$ cat config.mk
export PLATFORM = sky130hd
export DESIGN_NAME = vga_text_console_writer
export DESIGN_NICKNAME = d
export VERILOG_FILES = /design/src/rtl/vga_text_console_writer.sv
export SDC_FILE = /design/constraint.sdc
export NUM_CORES = 1
export LEC_CHECK = 0
export ABC_AREA = 0
export CAP_MARGIN = 20
export CORE_MARGIN = 2
export CORE_UTILIZATION = 50
export CTS_CLUSTER_DIAMETER = 30
export DETAILED_ROUTE_END_ITERATION = 10
export MAX_ROUTING_LAYER = met4
export PLACE_DENSITY_LB_ADDON = 0.2
export SLEW_MARGIN = 10
export SYNTH_ARGS = -nofsm -noshare
export SYNTH_HDL_FRONTEND = slang
export SYNTH_SLANG_ARGS = --single-unit
$ cat constraint.sdc
create_clock -name CLK -period 7.14 [get_ports CLK]
set_input_delay 1.071 -clock CLK [delete_from_list [all_inputs] [get_ports CLK]]
set_output_delay 1.071 -clock CLK [all_outputs]
set_load 0.05 [all_outputs]
$ cat src/rtl/vga_text_console_writer.sv
// vga_text_console_writer: byte stream to VGA text VRAM over Avalon-MM.
// Define VGA_CONSOLE_INVERSE_EN for the 0x0E/0x0F inverse-video attribute.
module vga_text_console_writer #(
  parameter int COLS = 80,
  parameter int ROWS = 30
) (
  input  logic        CLK,
  input  logic        RESET,
  input  logic        CHAR_VALID,
  input  logic [7:0]  CHAR_DATA,
  output logic        CHAR_READY,
  output logic        AVM_CS,
  output logic        AVM_WRITE,
  output logic [9:0]  AVM_ADDR,
  output logic [3:0]  AVM_BYTE_EN,
  output logic [31:0] AVM_WRITEDATA,
  input  logic        AVM_WAITREQUEST,
  output logic [6:0]  CURSOR_COL,
  output logic [4:0]  CURSOR_ROW,
  output logic        BUSY
);

  localparam logic [9:0] WPR     = 10'(COLS / 4);
  localparam logic [9:0] LAST    = 10'(ROWS * COLS / 4 - 1);
  localparam logic [6:0] COL_MAX = 7'(COLS - 1);
  localparam logic [4:0] ROW_MAX = 5'(ROWS - 1);

  typedef enum logic [1:0] {
    IDLE,
    WRITE,
    CLEAR
  } state_e;

  state_e      state_q, state_d;
  logic [6:0]  col_q, col_d;
  logic [4:0]  row_q, row_d;
  logic        ready_q, ready_d;
  logic        busy_q, busy_d;
  logic        write_q, write_d;
  logic [9:0]  addr_q, addr_d;
  logic [3:0]  be_q, be_d;
  logic [31:0] data_q, data_d;

  logic        accept;
  logic        done;
  logic        is_cr, is_lf, is_bs, is_ff;
  logic        iv;
  logic [4:0]  row_inc;
  logic [9:0]  glyph_addr;
  logic [7:0]  glyph;

`ifdef VGA_CONSOLE_INVERSE_EN
  logic inv_q, inv_d;
  logic is_so, is_si;
  assign is_so = (CHAR_DATA == 8'h0E);
  assign is_si = (CHAR_DATA == 8'h0F);
  assign iv    = inv_q;
`else
  assign iv    = 1'b0;
`endif

  assign accept     = CHAR_VALID & ready_q;
  assign done       = write_q & ~AVM_WAITREQUEST;
  assign is_cr      = (CHAR_DATA == 8'h0D);
  assign is_lf      = (CHAR_DATA == 8'h0A);
  assign is_bs      = (CHAR_DATA == 8'h08);
  assign is_ff      = (CHAR_DATA == 8'h0C);
  assign row_inc    = (row_q == ROW_MAX) ? 5'd0 : row_q + 5'd1;
  assign glyph_addr = {5'd0, row_q} * WPR + {5'd0, col_q[6:2]};
  assign glyph      = {iv, CHAR_DATA[6:0]};

  always_comb begin
    state_d = state_q;
    col_d   = col_q;
    row_d   = row_q;
    ready_d = ready_q;
    busy_d  = busy_q;
    write_d = write_q;
    addr_d  = addr_q;
    be_d    = be_q;
    data_d  = data_q;
`ifdef VGA_CONSOLE_INVERSE_EN
    inv_d   = inv_q;
`endif
    unique case (state_q)
      IDLE: begin
        if (accept) begin
          unique case (1'b1)
            is_cr: col_d = 7'd0;
            is_lf: row_d = row_inc;
            is_bs: begin
              if (col_q != 7'd0) col_d = col_q - 7'd1;
            end
            is_ff: begin
              state_d = CLEAR;
              ready_d = 1'b0;
              busy_d  = 1'b1;
              write_d = 1'b1;
              addr_d  = 10'd0;
              be_d    = 4'b1111;
              data_d  = 32'd0;
            end
`ifdef VGA_CONSOLE_INVERSE_EN
            is_so: inv_d = 1'b1;
            is_si: inv_d = 1'b0;
`endif
            default: begin
              state_d = WRITE;
              ready_d = 1'b0;
              busy_d  = 1'b1;
              write_d = 1'b1;
              addr_d  = glyph_addr;
              be_d    = 4'b0001 << col_q[1:0];
              data_d  = {4{glyph}};
            end
          endcase
        end
      end
      WRITE: begin
        if (done) begin
          state_d = IDLE;
          ready_d = 1'b1;
          busy_d  = 1'b0;
          write_d = 1'b0;
          if (col_q == COL_MAX) begin
            col_d = 7'd0;
            row_d = row_inc;
          end else begin
            col_d = col_q + 7'd1;
          end
        end
      end
      CLEAR: begin
        if (done) begin
          if (addr_q == LAST) begin
            state_d = IDLE;
            ready_d = 1'b1;
            busy_d  = 1'b0;
            write_d = 1'b0;
            col_d   = 7'd0;
            row_d   = 5'd0;
          end else begin
            addr_d = addr_q + 10'd1;
          end
        end
      end
      default: begin
        state_d = IDLE;
        ready_d = 1'b1;
        busy_d  = 1'b0;
        write_d = 1'b0;
      end
    endcase
  end

  always_ff @(posedge CLK or negedge RESET) begin
    if (!RESET) begin
      state_q <= IDLE;
      col_q   <= 7'd0;
      row_q   <= 5'd0;
      ready_q <= 1'b1;
      busy_q  <= 1'b0;
      write_q <= 1'b0;
      addr_q  <= 10'd0;
      be_q    <= 4'd0;
      data_q  <= 32'd0;
`ifdef VGA_CONSOLE_INVERSE_EN
      inv_q   <= 1'b0;
`endif
    end else begin
      state_q <= state_d;
      col_q   <= col_d;
      row_q   <= row_d;
      ready_q <= ready_d;
      busy_q  <= busy_d;
      write_q <= write_d;
      addr_q  <= addr_d;
      be_q    <= be_d;
      data_q  <= data_d;
`ifdef VGA_CONSOLE_INVERSE_EN
      inv_q   <= inv_d;
`endif
    end
  end

  assign CHAR_READY    = ready_q;
  assign AVM_CS        = write_q;
  assign AVM_WRITE     = write_q;
  assign AVM_ADDR      = addr_q;
  assign AVM_BYTE_EN   = be_q;
  assign AVM_WRITEDATA = data_q;
  assign CURSOR_COL    = col_q;
  assign CURSOR_ROW    = row_q;
  assign BUSY          = busy_q;

endmodule

==> results.json, run 1 <==
{
  "rsz0062_at_grt": "no",
  "grt_pass1_vias": 2405,
  "maxSlewViolCount": 0,
  "status": "complete, no violations",
  "skew_ns": 0.00301,
  "finalSetupTns_ns": 0,
  "grt_usage_pct": 22.6,
  "cts_resized": 0,
  "crit_fanout": 21,
  "synthArstFlopShare_pct": 100,
  "arrival_ns": 3.50,
  "worst_slew_margin_rel_pct": 36.3,
  "synthesis.area_um2": 3020,
  "synth.area.top_cells": "dfrtp_1 (30%), ha_1 (8.7%), buf_4 (7.5%)",
  "fillers": 518,
  "finalSetupViolations": 0,
  "grt-ovfl-total": 0,
  "start_util_pct": 51.4,
  "cts_setup_buffers": 0,
  "synth_top_area_share_pct": 29.8,
  "diodes": 0,
  "die_w_um": 81.8,
  "synth_flop_cell": "dfrtp_1",
  "tightest_slew_ns": 0.956,
  "detail_route.wl_per_cell_um": 15.8,
  "grt_max_degree": 38,
  "reg2reg_setup_slack_ns": 4.03,
  "yosysTopAreaCell": "dfrtp_1",
  "clockBufferDepth": 2,
  "via_count": 2672,
  "path_clk_slew_ns": 0.08,
  "drtPass1Iterations": 5,
  "routed_wl_mm": 7.07,
  "cts_buffers": 5,
  "ys_seq_area_share_pct": 30.7,
  "max-cap-violations": 0,
  "start_kind": "primary input",
  "antenna_found_initial": 0,
  "port_buffers": 69,
  "ioPinCount": 74,
  "period_needed_ns": 3.26,
  "hold_viol_final": 0,
  "ant_nets": 0,
  "yosysWarnings": 0,
  "crit_type": "primary input to register",
  "drive_above_1_share_pct": 6.97,
  "die_y_um": 81.8,
  "place_inst": 440,
  "htreeDepth": 2,
  "synth-edff-count": 0,
  "cp.required_ns": 7.38,
  "num_rows": 28,
  "gp_congestion": 0.865,
  "synth-seq-cells": 37,
  "clkLatencyLatePin_ns": 0.29,
  "drc": 0,
  "clkSinkCount": 37,
  "drt_iter0_drc": 230,
  "period_share_pct": 45.6,
  "clock.fmax_mhz": 307,
  "core_um2": 5890,
  "end_kind": "register",
  "ys_types": 71,
  "stdcell_count": 448,
  "syn_area_per_cell_um2": 8.97,
  "dp_hpwl_mm": 5.09,
  "cts_tree": "yes",
  "cts_hold_buffers": 0,
  "dieArea_um2": 6680,
  "hold_path.class": "register to register",
  "netlist_instances": 337,
  "via_per_inst": 5.96,
  "root_buffer": "clkbuf_8",
  "area_delta_synth_final_pct": 19.9,
  "fin_nets": 407,
  "grt_pass1_wl_mm": 11.6
}
==> cells by family (layout without fill, tap and decap cells) <==
group                      Yosys count  after routing  share of synthesized area [%]
and+or+nand+nor                    108            108                           20.2
AOI/OAI and AO/OA                   89             89                           20.9
buffers and inverters               61             94                           11.8
DFF                                 37             37                           30.7
adders and majority gates           23             23                           10.0
muxes                               13             13                           4.88
xor gates and xnor gates             5              5                           1.45
other                                1              4                          0.124
==> registers in the layout (all words and copies together), names as in the netlist <==
signal / cells
CURSOR_ROW: 5
state_q: 2
CURSOR_COL: 7
AVM_CS: 1
AVM_ADDR: 10
CHAR_READY: 1
AVM_BYTE_EN: 4
AVM_WRITEDATA: 7
==> path summary, 6_finish.rpt <==
kind / cells after the start / from / end
min in group asynchronous: 1 / RESET / AVM_WRITEDATA[24]
max in group asynchronous: 1 / RESET / AVM_WRITEDATA[25]
worst min-delay path: 2 / AVM_BYTE_EN[2] / AVM_BYTE_EN[2]
worst max-delay path: 6 / CHAR_DATA[1] / AVM_ADDR[6]
worst min register to register: 2 / AVM_BYTE_EN[2] / AVM_BYTE_EN[2]
worst max register to register: 7 / state_q[0] / AVM_ADDR[6]
==> layer usage <==
metal	part of all wire [%]	track usage, %
met1	46	30.1
met2	47	36.2
met3	6.6	3.85
met4	0.92	5.33
met5	0	-
==> final cells by class <==
type,count,area (um2),share of cell area (%)
Sequential cell,37,927,25.6
Inverter,17,63.8,1.76
Tap cell,75,93.8,2.59
Timing Repair Buffer,69,686,18.9
Multi-Input combinational cell,242,1750,48.3
Clock inverter,1,5.00,0.138
Clock buffer,7,96.3,2.66
==> layout by cell type, fill, tap and decap left out, types with 4 or more instances in the layout <==
master and instances:
a21o_1 5, a21oi_1 11, and3_1 5, clkbuf_8 7, clkdlybuf4s50_1 68, conb_1 4
dfrtp_1 36, ha_1 21, inv_1 17, mux2_2 6, mux2i_1 5, nand2_1 25
nand3_1 11, nand4_1 7, nor2_1 22, nor2b_1 4, nor3_1 5, o21ai_0 20
o22ai_1 5, o31ai_1 6, o41ai_1 7, or3_1 5
==> metrics by stage <==
stage          util (%)  setup slack (ns)  hold WS [ns]  cell area (um2)
6_report           61.6              3.88         0.489             3620
5_1_grt            61.6              3.70         0.526             3620
4_1_cts            61.6              3.94         0.494             3620
3_5_place_dp       59.8              3.65         0.476             3520
3_3_place_gp       59.8              3.71         0.462             3520
2_1_floorplan         -              4.18         0.567             3030
==> worst max-delay path, stage by stage <==
cell,delay [ns]
clkdlybuf4s50_1,0.58
and3b_1,0.22
o2111ai_1,0.39
nand3_1,0.60
nor4_1,0.47
a211o_1,0.15
==> cell usage after synthesis, types with 3 or more instances <==
| library cell | instances |
|---|---|
| and3_1 | 5 |
| a211oi_1 | 3 |
| nor2b_1 | 4 |
| o31ai_1 | 6 |
| buf_4 | 30 |
| nand3_1 | 11 |
| nor3_1 | 5 |
| inv_1 | 17 |
| nand2_1 | 25 |
| or3_1 | 5 |
| a31oi_1 | 3 |
| a21oi_1 | 11 |
| mux2i_1 | 5 |
| nand2b_1 | 3 |
| clkbuf_1 | 8 |
| ha_1 | 21 |
| mux2_2 | 6 |
| buf_2 | 5 |
| o22ai_1 | 5 |
| a21o_1 | 5 |
| nand4_1 | 7 |
| a22oi_1 | 3 |
| a32oi_1 | 3 |
| o41ai_1 | 7 |
| dfrtp_1 | 36 |
| xnor2_1 | 3 |
| o21ai_0 | 20 |
| nor2_1 | 22 |
Power of run 1 is not shown: default switching activity piles up to over one toggle a cycle in this logic, so the estimate is an artifact.
==> run 2: changes to the inputs <==
Settings changed: CORE_UTILIZATION 50 to 46.
Clock period 7.14 ns to 2.8 ns, I/O delays scaled along.
==> run 2 against run 1 <==
Register-to-register slack worse by 3.9 ns. Via count increased by 2.5%. Core utilization fell by 1.7 points. Global-route usage fell by 0.49 points. Final cell count increased by 4.9%. Sequential cell count unchanged. Sequential share of layout area fell by 1.0 points. Critical path type is now register to register. Critical endpoint is now AVM_ADDR[8]. Largest cell class unchanged.
==> results.json, run 2 (same netlist as run 1, synthesis figures left out) <==
{
  "tightest_slew_ns": 0.852,
  "grt_pass1_wl_mm": 12.6,
  "start_util_pct": 47.6,
  "ant_nets": 0,
  "via_per_inst": 5.83,
  "gp_congestion": 0.919,
  "grt_pass1_vias": 2620,
  "path_clk_slew_ns": 0.08,
  "drc": 0,
  "ioPinCount": 74,
  "largest_register_ffs": 10,
  "multiInputGateArea_um2": 1750,
  "start_kind": "register",
  "pre_cts_ws_ns": 0.0919,
  "hold_path.class": "primary input to asynchronous set/reset pin",
  "clkLatencyLatePin_ns": 0.30,
  "finalSetupTns_ns": 0,
  "cp.required_ns": 3.00,
  "use_met2_pct": 34.7,
  "max-cap-violations": 0,
  "cts_hold_buffers": 0,
  "drtPass1Iterations": 4,
  "port_buffers": 69,
  "grt_max_degree": 38,
  "dp_hpwl_mm": 5.52,
  "cts_buffers": 5,
  "dieArea_um2": 7240,
  "skew_ns": 0.0105,
  "end_kind": "register",
  "maxSlewViolCount": 0,
  "rsz0062_at_grt": "no",
  "die_w_um": 85.1,
  "worst_slew_margin_rel_pct": 43.2,
  "regArea_um2": 933,
  "met3_usage_pct": 4.09,
  "grt-ovfl-total": 0,
  "routed_wl_mm": 7.64,
  "reg2reg_depth": 8,
  "core_um2": 6350,
  "area_delta_synth_final_pct": 25.7,
  "clockBufferDepth": 2,
  "period_share_pct": 94.6,
  "drive_above_1_share_pct": 13.0,
  "drt_iter0_drc": 205,
  "antenna_found_initial": 0,
  "crit_type": "register to register",
  "busiest_layer": "met2",
  "cts_tree": "yes",
  "layout_commonest_cell": "clkdlybuf4s50_1",
  "num_rows": 29,
  "root_buffer": "clkbuf_8",
  "detail_route.wl_per_cell_um": 16.3,
  "finalSetupViolations": 0,
  "htreeDepth": 2,
  "met1_usage_pct": 29.6,
  "fin_nets": 427,
  "arrival_ns": 2.85,
  "fillers": 561,
  "crit_fanout": 3,
  "clkSinkCount": 37,
  "hold_viol_final": 0,
  "diodes": 0,
  "clock.fmax_mhz": 377,
  "via_count": 2739,
  "period_needed_ns": 2.65,
  "status": "complete, no violations",
  "die_y_um": 85.1,
  "grt_usage_pct": 22.1,
  "final_cell_mix": "clkdlybuf4s50_1 (68), dfrtp_1 (31), nand2_1 (25)",
  "postLayoutSetupSlackWorst_ns": 0.150
}
==> run 2: cell type report <==
type / instances / share of cell area [%]
tap: 77 / 2.54
inverter: 17 / 1.68
sequential: 37 / 24.6
timing repair buffer: 89 / 22.0
clock inverter: 1 / 0.790
clock buffer: 7 / 2.27
multi-input combinational: 242 / 46.2
==> run 2: what timing repair did <==
action	in CTS	in global routing
gates resized for setup	0	2
setup buffers	0	3
endpoints found under the setup margin	0	1
==> run 2: path summary, 6_finish.rpt <==
kind	slack, ns	to	start
min reg2reg	0.48	AVM_BYTE_EN[1]	AVM_BYTE_EN[1]
max	0.15	AVM_ADDR[8]	CURSOR_ROW[1]
max reg2reg	0.15	AVM_ADDR[8]	CURSOR_ROW[1]
min in group CLK	0.48	AVM_BYTE_EN[1]	AVM_BYTE_EN[1]
max in group asynchronous	1.99	CURSOR_ROW[4]	RESET
min	0.22	CURSOR_COL[6]	RESET
==> run 2: through the flow <==
stage	std cells	utilization (%)	hold slack, ns	area, um2
6_report	470	59.8	0.224	3800
5_1_grt	470	59.8	0.313	3800
4_1_cts	467	59.4	0.269	3770
3_5_place_dp	459	57.6	0.469	3660
3_3_place_gp	459	57.6	0.464	3660
2_1_floorplan	340	-	0.124	3040
==> run 2: critical path, cell delays in order (launching register included) <==
cell	delay [ns]
dfrtp_2	0.41
ha_1	0.29
ha_1	0.20
inv_1	0.08
fa_2	0.46
or4b_2	0.70
a21oi_1	0.14
nor2_1	0.06
o311ai_1	0.21
==> run 2: metal layers <==
| metal | part of all wire [%] | wire length (um) | vias up |
|---|---|---|---|
| met5 | 0 | 0 | - |
| met2 | 47 | 3590 | 100 |
| met1 | 46 | 3540 | 1301 |
| met4 | 1.1 | 82 | 0 |
| met3 | 5.7 | 436 | 8 |
| li1 | - | - | 1330 |
Power of run 2 is left out for the same reason.
==> run 3: changes to the inputs <==
Clock period 2.8 ns to 2.2 ns, I/O delays scaled along.
==> run 3 against run 2 <==
The flow now finishes with violations (negative setup slack). Critical path depth up 1. Core utilization is 6.4 points higher. First-iteration DRC count grew 7.3%. Clock-buffer cell count rose by 1. Sequential share of layout area fell by 2.1 points. Wire length rose by 7.4%. Final cell count is 8.1% higher. Sequential cell count did not move. Non-clock buffer count up 38. Global-route usage increased by 1.7 points. Cell area grew 11%. Highest routed layer unchanged.
==> results.json, run 3 (same netlist as run 1, synthesis figures left out) <==
{
  "crit_fanout": 2,
  "tightest_slew_ns": 0.674,
  "htreeDepth": 2,
  "cts_tree": "yes",
  "detail_route.wl_per_cell_um": 16.1,
  "gp_congestion": 0.985,
  "grt_pass1_wl_mm": 13.6,
  "diodes": 0,
  "fin_util_pct": 66.2,
  "dp_hpwl_mm": 6.24,
  "layout_commonest_cell": "clkdlybuf4s50_1",
  "grt_usage_pct": 23.9,
  "port_buffers": 69,
  "clkSinkCount": 37,
  "crit_top_cell": "ha_4",
  "drc": 0,
  "ant_nets": 0,
  "via_count": 2905,
  "hold_viol_final": 0,
  "arrival_ns": 2.61,
  "drt_iter0_drc": 220,
  "grt-ovfl-total": 0,
  "via_per_inst": 5.72,
  "die_w_um": 85.1,
  "violations": "negative setup slack",
  "path_clk_slew_ns": 0.08,
  "num_rows": 29,
  "cp-endpoint": "AVM_ADDR[8]",
  "finalSetupViolations": 4,
  "maxSlewViolCount": 0,
  "timing.critical_path.buf_inv": 1,
  "dieArea_um2": 7240,
  "antenna_found_initial": 0,
  "crit_cells": 9,
  "grt_pass1_vias": 2838,
  "start_util_pct": 47.6,
  "met2_length_mm": 4.08,
  "met1_length_mm": 3.59,
  "final_cell_mix": "clkdlybuf4s50_1 (68), buf_4 (56), dfrtp_1 (25), nand2_1 (25), nor2_1 (22)",
  "cp.required_ns": 2.37,
  "period_needed_ns": 2.44,
  "core_um2": 6350,
  "crit_family": "simple AND/OR/NAND/NOR gates",
  "end_kind": "register",
  "die_y_um": 85.1,
  "top_layer_used": "met4",
  "crit_path_max_incr_delay_ns": 0.50,
  "reg2reg_setup_slack_ns": -0.24,
  "period_share_pct": 111,
  "crit_path_start": "CURSOR_ROW[3]",
  "crit_type": "register to register",
  "crit_chain": "ha_4 > ha_4 > inv_2 > fa_2 > xor2_2 > or4b_4 > and3_1 > nor2_1 > o311ai_1",
  "cts_buffers": 5,
  "rsz0062_at_grt": "yes",
  "clkLatencyLatePin_ns": 0.30,
  "fin_nets": 465,
  "multiInputGateArea_um2": 1880,
  "worst_slew_margin_rel_pct": 55.1,
  "area_delta_synth_final_pct": 39.1,
  "slowest_stage": "or4b_4",
  "root_buffer": "clkbuf_8",
  "status": "finished, violations left",
  "drive_above_1_share_pct": 25.5,
  "regArea_um2": 946,
  "reg2reg_to": "AVM_ADDR[8]",
  "largest_register_ffs": 10,
  "clockBufferDepth": 2,
  "max-cap-violations": 0,
  "reg2reg_from": "CURSOR_ROW[3]",
  "hold_path.class": "primary input to asynchronous set/reset pin",
  "clock.fmax_mhz": 411,
  "start_kind": "register",
  "grt_max_degree": 29,
  "routed_wl_mm": 8.20,
  "wl_met3_um": 417,
  "skew_ns": 0.0145,
  "fillers": 516,
  "postLayoutSetupSlackWorst_ns": -0.235,
  "ioPinCount": 74,
  "drtPass1Iterations": 4,
  "reg2reg_depth": 9
}
## run 3: metrics by stage
stage / setup TNS (ns) / worst slack, ns / hold slack (ns) / instance area, um2 / std cells
after floorplan: -0.433 / -0.327 / 0.0344 / 3130 / 340
after global placement: -1.88 / -0.234 / 0.391 / 4030 / 497
after detailed placement: -2.36 / -0.271 / 0.408 / 4030 / 497
after CTS: -0.615 / -0.227 / 0.0793 / 4170 / 508
after global routing: -0.851 / -0.294 / 0.106 / 4200 / 508
final: -0.547 / -0.235 / 0.0556 / 4200 / 508
## run 3: area by class of cell
type                            count  area share (%)
Tap cell                           77            2.29
Clock buffer                        8            2.14
Sequential cell                    37            22.5
Inverter                           17            1.52
Timing Repair Buffer              127            26.8
Multi-Input combinational cell    242            44.7
## run 3: layer usage
layer | global-route usage, % | vias up
met2 | 40.1 | 100
met4 | 6.64 | 0
met1 | 29.6 | 1384
met3 | 4.18 | 13
li1 | - | 1408
met5 | - | -
## run 3: what timing repair did
action                     in CTS  in global routing
pin swaps                      11                  3
resized for setup               4                  8
setup buffers                   3                  0
setup endpoints to repair       3                  9
hold buffers                    0                  0
## run 3: worst min-delay path by stage
stage / slack (ns) / endpoint
after CTS: 0.08 / CURSOR_COL[0]
final: 0.06 / CURSOR_COL[6]
after global routing: 0.11 / CURSOR_COL[6]
after global placement: 0.39 / AVM_BYTE_EN[2]
after detailed placement: 0.41 / AVM_BYTE_EN[3]
after floorplan: 0.03 / AVM_ADDR[0]
Power of run 3 is left out for the same reason.
